### config.mk
export PLATFORM = sky130hd
export DESIGN_NAME = xreg_wb_arbiter
export DESIGN_NICKNAME = d
export VERILOG_FILES = /design/src/rtl/xreg_wb_arbiter.sv
export SDC_FILE = /design/constraint.sdc
export NUM_CORES = 1
export LEC_CHECK = 0
export ABC_AREA = 1
export CAP_MARGIN = 30
export CORE_ASPECT_RATIO = 1.1
export CORE_MARGIN = 1.5
export CORE_UTILIZATION = 25
export DETAILED_ROUTE_END_ITERATION = 16
export GPL_TIMING_DRIVEN = 0
export MAX_ROUTING_LAYER = met4
export SYNTH_ARGS = -nofsm -noshare
export SYNTH_HDL_FRONTEND = slang
export SYNTH_SLANG_ARGS = --single-unit
### constraint.sdc
create_clock -name clk -period 3.5 [get_ports clk]
set_clock_uncertainty 0.05 [all_clocks]
set_input_delay 1.05 -clock clk [delete_from_list [all_inputs] [get_ports clk]]
set_output_delay 1.05 -clock clk [all_outputs]
set_load 0.1 [all_outputs]
### src/rtl/xreg_wb_arbiter.sv
// xreg_wb_arbiter: round-robin ALU/LSU writeback arbiter with a register-file busy scoreboard.
module xreg_wb_arbiter #(
    parameter int XLEN = 32
) (
    input  logic            clk,
    input  logic            rst_n,
    input  logic            flush,
    input  logic            aluValid,
    output logic            aluReady,
    input  logic [4:0]      aluRd,
    input  logic [XLEN-1:0] aluData,
    input  logic            lsuValid,
    output logic            lsuReady,
    input  logic [4:0]      lsuRd,
    input  logic [XLEN-1:0] lsuData,
    output logic            writeEnable,
    output logic [4:0]      writeAddr,
    output logic [XLEN-1:0] writeData,
    input  logic            issueValid,
    input  logic [4:0]      issueRd,
    output logic            issueStall,
    input  logic [4:0]      queryAddr1,
    input  logic [4:0]      queryAddr2,
    output logic            busy1,
    output logic            busy2
);
    logic [31:1] busy;
    logic [31:0] busyVec;
    logic        lastGrant;
    logic        grantLsu;
    logic        xfer;
    logic [4:0]  xferRd;
    logic        issueOk;
    logic [31:1] setMask;
    logic [31:1] clrMask;

    assign busyVec    = {busy, 1'b0};
    assign busy1      = busyVec[queryAddr1];
    assign busy2      = busyVec[queryAddr2];
    assign issueStall = issueValid && issueRd != 5'd0 && busyVec[issueRd];
    assign issueOk    = issueValid && !issueStall && issueRd != 5'd0 && !flush;
    // lastGrant: 0 = ALU granted last (LSU wins next contention), 1 = LSU
    assign grantLsu   = lsuValid && (!aluValid || !lastGrant);
    assign lsuReady   = rst_n && !flush && grantLsu;
    assign aluReady   = rst_n && !flush && aluValid && !grantLsu;
    assign xfer       = aluReady || lsuReady;
    assign xferRd     = lsuReady ? lsuRd : aluRd;
    assign setMask    = issueOk ? (31'(1) << (issueRd - 5'd1)) : 31'd0;
    assign clrMask    = writeEnable ? (31'(1) << (writeAddr - 5'd1)) : 31'd0;

    always_ff @(posedge clk or negedge rst_n) begin
        if (!rst_n) begin
            busy        <= '0;
            lastGrant   <= 1'b0;
            writeEnable <= 1'b0;
            writeAddr   <= '0;
            writeData   <= '0;
        end else begin
            busy        <= flush ? '0 : ((busy & ~clrMask) | setMask);
            writeEnable <= xfer && xferRd != 5'd0;
            if (xfer) begin
                lastGrant <= lsuReady;
                writeAddr <= xferRd;
                writeData <= lsuReady ? lsuData : aluData;
            end
        end
    end
endmodule
==> summary.md, run 1 <==
| Metric | Value |
|---|---|
| Setup crit start kind | `primary input` |
| Share of cells above drive strength 1 | `12.5%` |
| Slowest stage delay, CP | `0.27 ns` |
| Commonest non-fill, non-tap cell in the layout | `nand2_1` |
| Pwr/cell area | `532 nW/um^2` |
| Iter 0 DRT Violations | `324` |
| Netlist Area Pre-Place | `4420 sq um` |
| Final nets | `888` |
| CTS tree | `done` |
| Gate Count Post-Synth | `638` |
| Clock buffer depth | `2` |
| Max H-tree Level | `3` |
| Synth area leader | `dfrtp_1` |
| CP Cell Sequence | `buf_2 > clkbuf_2 > o21ai_0 > o22ai_1 > o21ai_0 > nand3_1 > o21a_2 > buf_12` |
| Post-route DRC | `0` |
| Core Area | `17200 sq um` |
| Slew @ Worst Pin | `1.02 ns` |
| Layout Cells excl Fill | `1032` |
| # fillers | `1756` |
| Final setup violating endpoints | `0` |
| Hold Path Class | `reg -> reg` |
| Max-slew violation count | `0` |
| MaxCap Viol Count | `0` |
| Final hold vios | `0` |
| Required @ worst endpoint | `2.40 ns` |
| Die width | `130 microns` |
| First-pass GRT wire length | `25900 microns` |
| Post-Syn Nets | `733` |
| CP endpoint kind | `output pin` |
| Via count of the first global-routing pass | `4876` |
| GRT Residual Overflow | `0` |
| Largest net degree at the start of global routing | `26` |
| HPWL after detailed placement | `12600 microns` |
| TritonRoute pass-1 iters | `5` |
| Final Cell Area | `6650 sq um` |
| Later-pin clock latency in the skew report | `0.33 ns` |
| Top post-synthesis cells by area | `dfrtp_1, nand2_1, nor2_1` |
| Status | `finished clean` |
| CP max FO | `10` |
| N_diodes | `0` |
| Slew margin rel. | `32.1%` |
| Hold Buf Count CTS | `0` |
| Slowest cell on crit path | `clkbuf_2` |
| Placed cell areas | `6100 sq um` |
| I/O Buffers | `135` |
| Vias per inst | `4.88` |
| Gr usage total | `18.7%` |
| Maximum clock frequency | `289 MHz` |
| RSZ-0062 raised after global routing | `yes` |
| # IOs | `138` |
| Mean Syn Cell Area | `6.93 sq um` |
| Seq/Total Area, Yosys | `39.6%` |
| Leakage | `0.00275 uW` |
| Critical path depth | `8` |
| Root buf cell | `clkbuf_16` |
| Routed wire length | `16500 microns` |
| Antenna Nets Post-Route | `0` |
| Final Power | `3540 uW` |
| Adder-cell share of the synthesized area | `0%` |
| Main combinational cell family by area after synthesis | `simple AND/OR/NAND/NOR gates` |
| Most frequent cells in the layout | `nand2_1, nor2_1, clkdlybuf4s50_1` |
| Yosys top cell area share | `39.6%` |
| CTS sink cnt | `70` |
| Synthesis warning total | `0` |
| Multiplexer share of the synthesized area | `1.13%` |
| Synth Area in Compound Gates | `21.0%` |
| Register bit total from synthesis | `70` |
| Kind of critical path | `in -> out` |
| Post-synthesis simple-gate area fraction | `30.7%` |
| RePlAce Congestion | `0.968` |
| Reg clk slew, reported paths | `0.05 ns` |
| Crit path buffers/inverters | `3` |
| XOR/XNOR Fraction of Synth Area | `0%` |
| Vias | `5039` |
| Initial Util | `25.7%` |
| Avg WL per Cell | `16.0 microns` |
| Worst reg2reg path depth | `8` |
| DP Cell Count | `1008` |
| Hold_ws | `0.430 ns` |
| Peak VDD IR | `0.000329 V` |
| Die H | `143 microns` |
| Post-layout min period | `3.45 ns` |
| Initial antenna violation count | `0` |
| Site row count | `50` |
| Full die area | `18500 sq um` |
| Synth cell types | `24` |
| Final period util | `98.7%` |
| Arr. time, crit path | `2.35 ns` |
| Most frequent CP cell | `o21ai_0` |
| Hold Path Depth | `2` |
| CP top delay family | `compound AO/OA/AOI/OAI gates` |
| Setup TNS | `0 ns` |
| Area Overhead vs Synth | `50.3%` |
| CTS buffer count | `9` |
==> cell usage after synthesis <==
| master | instances |
|---|---|
| o21ai_1 | 6 |
| nor2_2 | 4 |
| mux2i_1 | 5 |
| o22ai_1 | 19 |
| inv_2 | 5 |
| buf_1 | 1 |
| o21ai_0 | 82 |
| dfrtp_1 | 70 |
| o211ai_1 | 4 |
| a21oi_1 | 51 |
| buf_2 | 11 |
| nand2_1 | 125 |
| o21a_1 | 2 |
| buf_6 | 4 |
| clkbuf_1 | 16 |
| inv_1 | 29 |
| o221ai_1 | 8 |
| nand3_1 | 54 |
| clkinv_1 | 1 |
| nand2_4 | 1 |
| nand2_2 | 1 |
| nand3_2 | 12 |
| buf_4 | 5 |
| nor2_1 | 122 |
==> flip-flops by register name (all words and copies together) (netlist names) <==
register and cells:
writeData 32, writeAddr 5, lastGrant 1, busy 31
writeEnable 1
==> layout make-up <==
type	count	area [sq um]	share of cell area (%)
clock inverter	4	53.8	0.809
buffer	33	238	3.57
sequential	70	1750	26.3
multi-input combinational	496	2370	35.6
clock buffer	12	267	4.01
timing repair inverter	2	15.0	0.226
timing repair buffer	146	1520	22.8
inverter	35	148	2.22
tap	234	293	4.40
==> routing by layer <==
| metal | vias up | global-route usage [%] | wire length [microns] |
|---|---|---|---|
| met5 | - | - | 0 |
| met4 | 0 | 5.56 | 347 |
| met3 | 36 | 4.89 | 1480 |
| met2 | 259 | 29.0 | 7330 |
| met1 | 2291 | 23.9 | 7350 |
| li1 | 2453 | - | - |
==> cells by family (layout without fill, tap and decap cells) <==
kind of cell           count (synthesis)  in the layout
buffers and inverters                 72            232
and+or+nand+nor                      319            319
DFF                                   70             70
muxes                                  5              5
AOI/OAI and AO/OA                    172            172
==> timing repair <==
action	CTS	global route
buffers inserted	6	2
cloned	3	1
pin swaps	2	2
gates resized for setup	108	13
endpoints found under the setup margin	5	5
==> power breakdown <==
part           leakage, uW  internal, uW  switching, uW
Sequential        0.000883           917           75.9
Clock             0.000151           611            350
Combinational      0.00172           415           1170
==> stage by stage <==
stage / setup WS [ns] / utilization [%]
after floorplan: 0.0817 / -
after global placement: -4.07 / 35.3
after detailed placement: -1.57 / 35.5
after CTS: -0.0357 / 38.5
after global routing: -0.0430 / 38.7
final: 0.0453 / 38.7
==> final timing paths <==
path,from,endpoint,slack (ns)
worst max-delay path,queryAddr2[0],busy2,0.05
worst min-delay path,writeData[21]$_DFFE_PN0P_,writeData[21]$_DFFE_PN0P_,0.43
worst max register to register,writeAddr[3]$_DFFE_PN0P_,busy[13]$_DFF_PN0_,1.48
worst min register to register,writeData[21]$_DFFE_PN0P_,writeData[21]$_DFFE_PN0P_,0.43
max in group asynchronous,rst_n,writeData[22]$_DFFE_PN0P_,2.36
min in group asynchronous,rst_n,writeData[2]$_DFFE_PN0P_,0.49
==> worst reg2reg max path, cell delays in order, from the launching register on <==
cell,delay (ns)
dfrtp_1,0.34
buf_4,0.17
clkinv_1,0.20
nand3_1,0.20
nand2_1,0.07
nand2_1,0.14
clkbuf_1,0.43
o21ai_0,0.17
a21oi_1,0.16
Note: power is estimated with default switching activity, not from simulation.
==> run 2: changes to the inputs <==
- CAP_MARGIN: 30 -> unset
==> results of run 2 <==
Final layout, timing and power as in run 1 (identical DEF).
==> run 3: changes to the inputs <==
- REMOVE_ABC_BUFFERS: unset -> 1
- SKIP_CTS_REPAIR_TIMING: unset -> 1
==> run 3 against run 2 <==
  * Routed wire length fell by 5.6%
  * Cell count shrank 1.6%
  * Die area did not move
  * Fmax rose by 0.51%
  * Largest power group unchanged
==> summary.md, run 3 (synthesis gave the netlist of run 1 again) <==
| Metric | Value |
|---|---|
| Status | `finished clean` |
| # fillers | `1768 (+0.68%)` |
| Worst reg2reg path depth | `5 (-3)` |
| Final hold vios | `0 (unchanged)` |
| Later-pin clock latency in the skew report | `0.34 ns (about the same)` |
| P_sw | `1620 uW (+1.4%)` |
| Core Area | `17200 sq um (unchanged)` |
| Vias per inst | `4.90 (+0.41%)` |
| Slew @ Worst Pin | `1.09 ns (+0.0769 ns)` |
| Routed wire length | `15600 microns (-5.6%)` |
| Slew margin rel. | `27.1% (-5.0 points)` |
| Iter 0 DRT Violations | `484 (+49%)` |
| Area Overhead vs Synth | `49.0%` |
| Hold_ws | `0.427 ns (-0.00283 ns)` |
| Layout Cells excl Fill | `1016 (-1.6%)` |
| Crit path buffers/inverters | `4 (+1)` |
| Kind of critical path | `in -> out` |
| Setup crit start kind | `primary input` |
| Reg with most FFs | `writeData` |
| CTS buffer count | `9 (unchanged)` |
| CP Cell Sequence | `buf_12 > clkinvlp_4 > buf_6 > o21ai_0 > o221ai_2 > nand3_1 > nand3_1 > o21a_1 > buf_12` |
| Dpl ws | `-2.25 ns (-0.676 ns)` |
| Final nets | `872 (-1.8%)` |
| Via count of the first global-routing pass | `4565 (-6.4%)` |
| Most frequent cells in the layout | `nand2_1, nor2_1, clkdlybuf4s50_1` |
| CP max FO | `16 (+6)` |
| MaxCap Viol Count | `0 (unchanged)` |
| Gr usage total | `17.1% (-1.7 points)` |
| DP Cell Count | `974 (-3.4%)` |
| HPWL after detailed placement | `10600 microns (-16%)` |
| Final setup violating endpoints | `0 (unchanged)` |
| Critical path depth | `9 (+1)` |
| CTS tree | `done` |
| CP top delay family | `compound AO/OA/AOI/OAI gates` |
| I/O Buffers | `137 (+1.5%)` |
| RePlAce Congestion | `0.859 (-11%)` |
| Full die area | `18500 sq um (unchanged)` |
| CP endpoint kind | `output pin` |
| Avg WL per Cell | `15.3 microns (-4.1%)` |
| Vias | `4981 (-1.2%)` |
| Seq pwr share | `29.1% (+1.0 points)` |
| Required @ worst endpoint | `2.40 ns (about the same)` |
| Worst r2r src | `writeAddr[3]$_DFFE_PN0P_` |
| Worst r2r dst | `busy[28]$_DFF_PN0_` |
| R2r setup slk | `1.16 ns (-0.32 ns)` |
| Arr. time, crit path | `2.34 ns (about the same)` |
| Clock power share | `25.0% (-2.1 points)` |
| Leakage | `0.00270 uW (-1.8%)` |
| # IOs | `138 (unchanged)` |
| First-pass GRT wire length | `24000 microns (-7.2%)` |
| Die H | `143 microns (unchanged)` |
| Final worst slack | `0.0628 ns (+0.0175 ns)` |
| Worst setup startpoint | `queryAddr2[0]` |
| Clock buffer depth | `2 (unchanged)` |
| Post-layout min period | `3.44 ns (-0.0175 ns)` |
| Initial Util | `25.7% (unchanged)` |
| Slowest stage delay, CP | `0.25 ns (-0.02 ns)` |
| CP Capture Point | `busy2` |
| TritonRoute pass-1 iters | `5 (unchanged)` |
| Share of cells above drive strength 1 | `12.1% (-0.38 points)` |
| Reg clk slew, reported paths | `0.06 ns (about the same)` |
| GRT Residual Overflow | `0 (unchanged)` |
| Root buf cell | `clkbuf_16` |
| Max-slew violation count | `0 (unchanged)` |
| Sw Ratio | `47.2% (+2.1 points)` |
| CTS sink cnt | `70 (unchanged)` |
| N_diodes | `0 (unchanged)` |
| Initial antenna violation count | `0 (unchanged)` |
| Die width | `130 microns (unchanged)` |
| Cell internal pwr | `1810 uW (-7.0%)` |
| Antenna Nets Post-Route | `0 (unchanged)` |
| Pwr/cell area | `520 nW/um^2 (-2.3%)` |
| Final period util | `98.2% (-0.50 points)` |
| Peak VDD IR | `0.000340 V (+3.5%)` |
| Post-route DRC | `0 (unchanged)` |
| Site row count | `50 (unchanged)` |
| Commonest non-fill, non-tap cell in the layout | `nand2_1` |
| Comb power frac | `45.8% (+1.0 points)` |
| Top flop regs | `writeData x32, busy x31, writeAddr x5` |
| Maximum clock frequency | `291 MHz (+0.51%)` |
| Largest net degree at the start of global routing | `47 (+81%)` |
| Max reg flops | `32 (unchanged)` |
| Slowest cell on crit path | `o21ai_0` |
| Max H-tree Level | `3 (unchanged)` |
| Hold Path Class | `reg -> reg` |
## run 3: cell types whose count changed in the layout (fill, tap and decap cells not counted), moves of 4 or more
cell / change
buf_4: +15
buf_2: -12
clkbuf_1: -8
clkbuf_8: -6
buf_6: -5
dlygate4sd2_1: -4
## run 3: per-layer routing
layer  GRT usage, %  wire length, microns  part of all wire, %
met1           23.4                  7030                   45
met2           25.1                  7180                   46
met3           3.65                  1140                  7.3
met4           5.03                   230                  1.5
met5              -                     0                    0
## run 3: how the worst min path moves through the flow
stage | depth (start not counted) | start | to | slack, ns
3_5_place_dp | 2 | lastGrant$_DFFE_PN0P_ | lastGrant$_DFFE_PN0P_ | 0.41
4_1_cts | 2 | lastGrant$_DFFE_PN0P_ | lastGrant$_DFFE_PN0P_ | 0.43
5_1_grt | 2 | writeData[25]$_DFFE_PN0P_ | writeData[25]$_DFFE_PN0P_ | 0.45
3_3_place_gp | 2 | lastGrant$_DFFE_PN0P_ | lastGrant$_DFFE_PN0P_ | 0.41
6_report | 2 | lastGrant$_DFFE_PN0P_ | lastGrant$_DFFE_PN0P_ | 0.43
2_1_floorplan | 2 | lastGrant$_DFFE_PN0P_ | lastGrant$_DFFE_PN0P_ | 0.39
## run 3: cell type report
| cell class | count | area [sq um] | share of cell area [%] |
|---|---|---|---|
| well taps | 234 | 293 | 4.44 |
| clock buffers | 10 | 229 | 3.47 |
| inverters | 35 | 175 | 2.66 |
| repair buffers | 163 | 1670 | 25.3 |
| clock inverters | 6 | 48.8 | 0.740 |
| flip-flops and latches | 70 | 1750 | 26.6 |
| multi-input cells | 498 | 2420 | 36.8 |
## run 3: metrics by stage
stage | total power [uW] | setup TNS, ns | area (sq um) | util, %
2_1_floorplan | 2040 | -9.98 | 4220 | -
3_3_place_gp | 2520 | -282.66 | 5890 | 34.2
3_5_place_dp | 2530 | -73.28 | 5940 | 34.5
4_1_cts | 3400 | -48.63 | 6220 | 36.2
5_1_grt | 3580 | -0.00891 | 6590 | 38.3
6_report | 3430 | 0 | 6590 | 38.3
## run 3: power by group through the flow
stage / combinational (uW) / clock (uW) / sequential, uW
global placement: 1510 / 0 / 1010
detailed placement: 1510 / 0 / 1010
finish: 1570 / 858 / 999
floorplan: 280 / 0 / 1760
CTS: 1520 / 877 / 1000
global route: 1650 / 919 / 1020
## run 3: worst register-to-register path, delay by kind of cell, from the launching register on
kind	cells	cell delay, ns
AND/OR/NAND/NOR	2	0.75
AO/OA/AOI/OAI	2	0.47
buffers and inverters	1	0.37
flip-flops	1	0.58
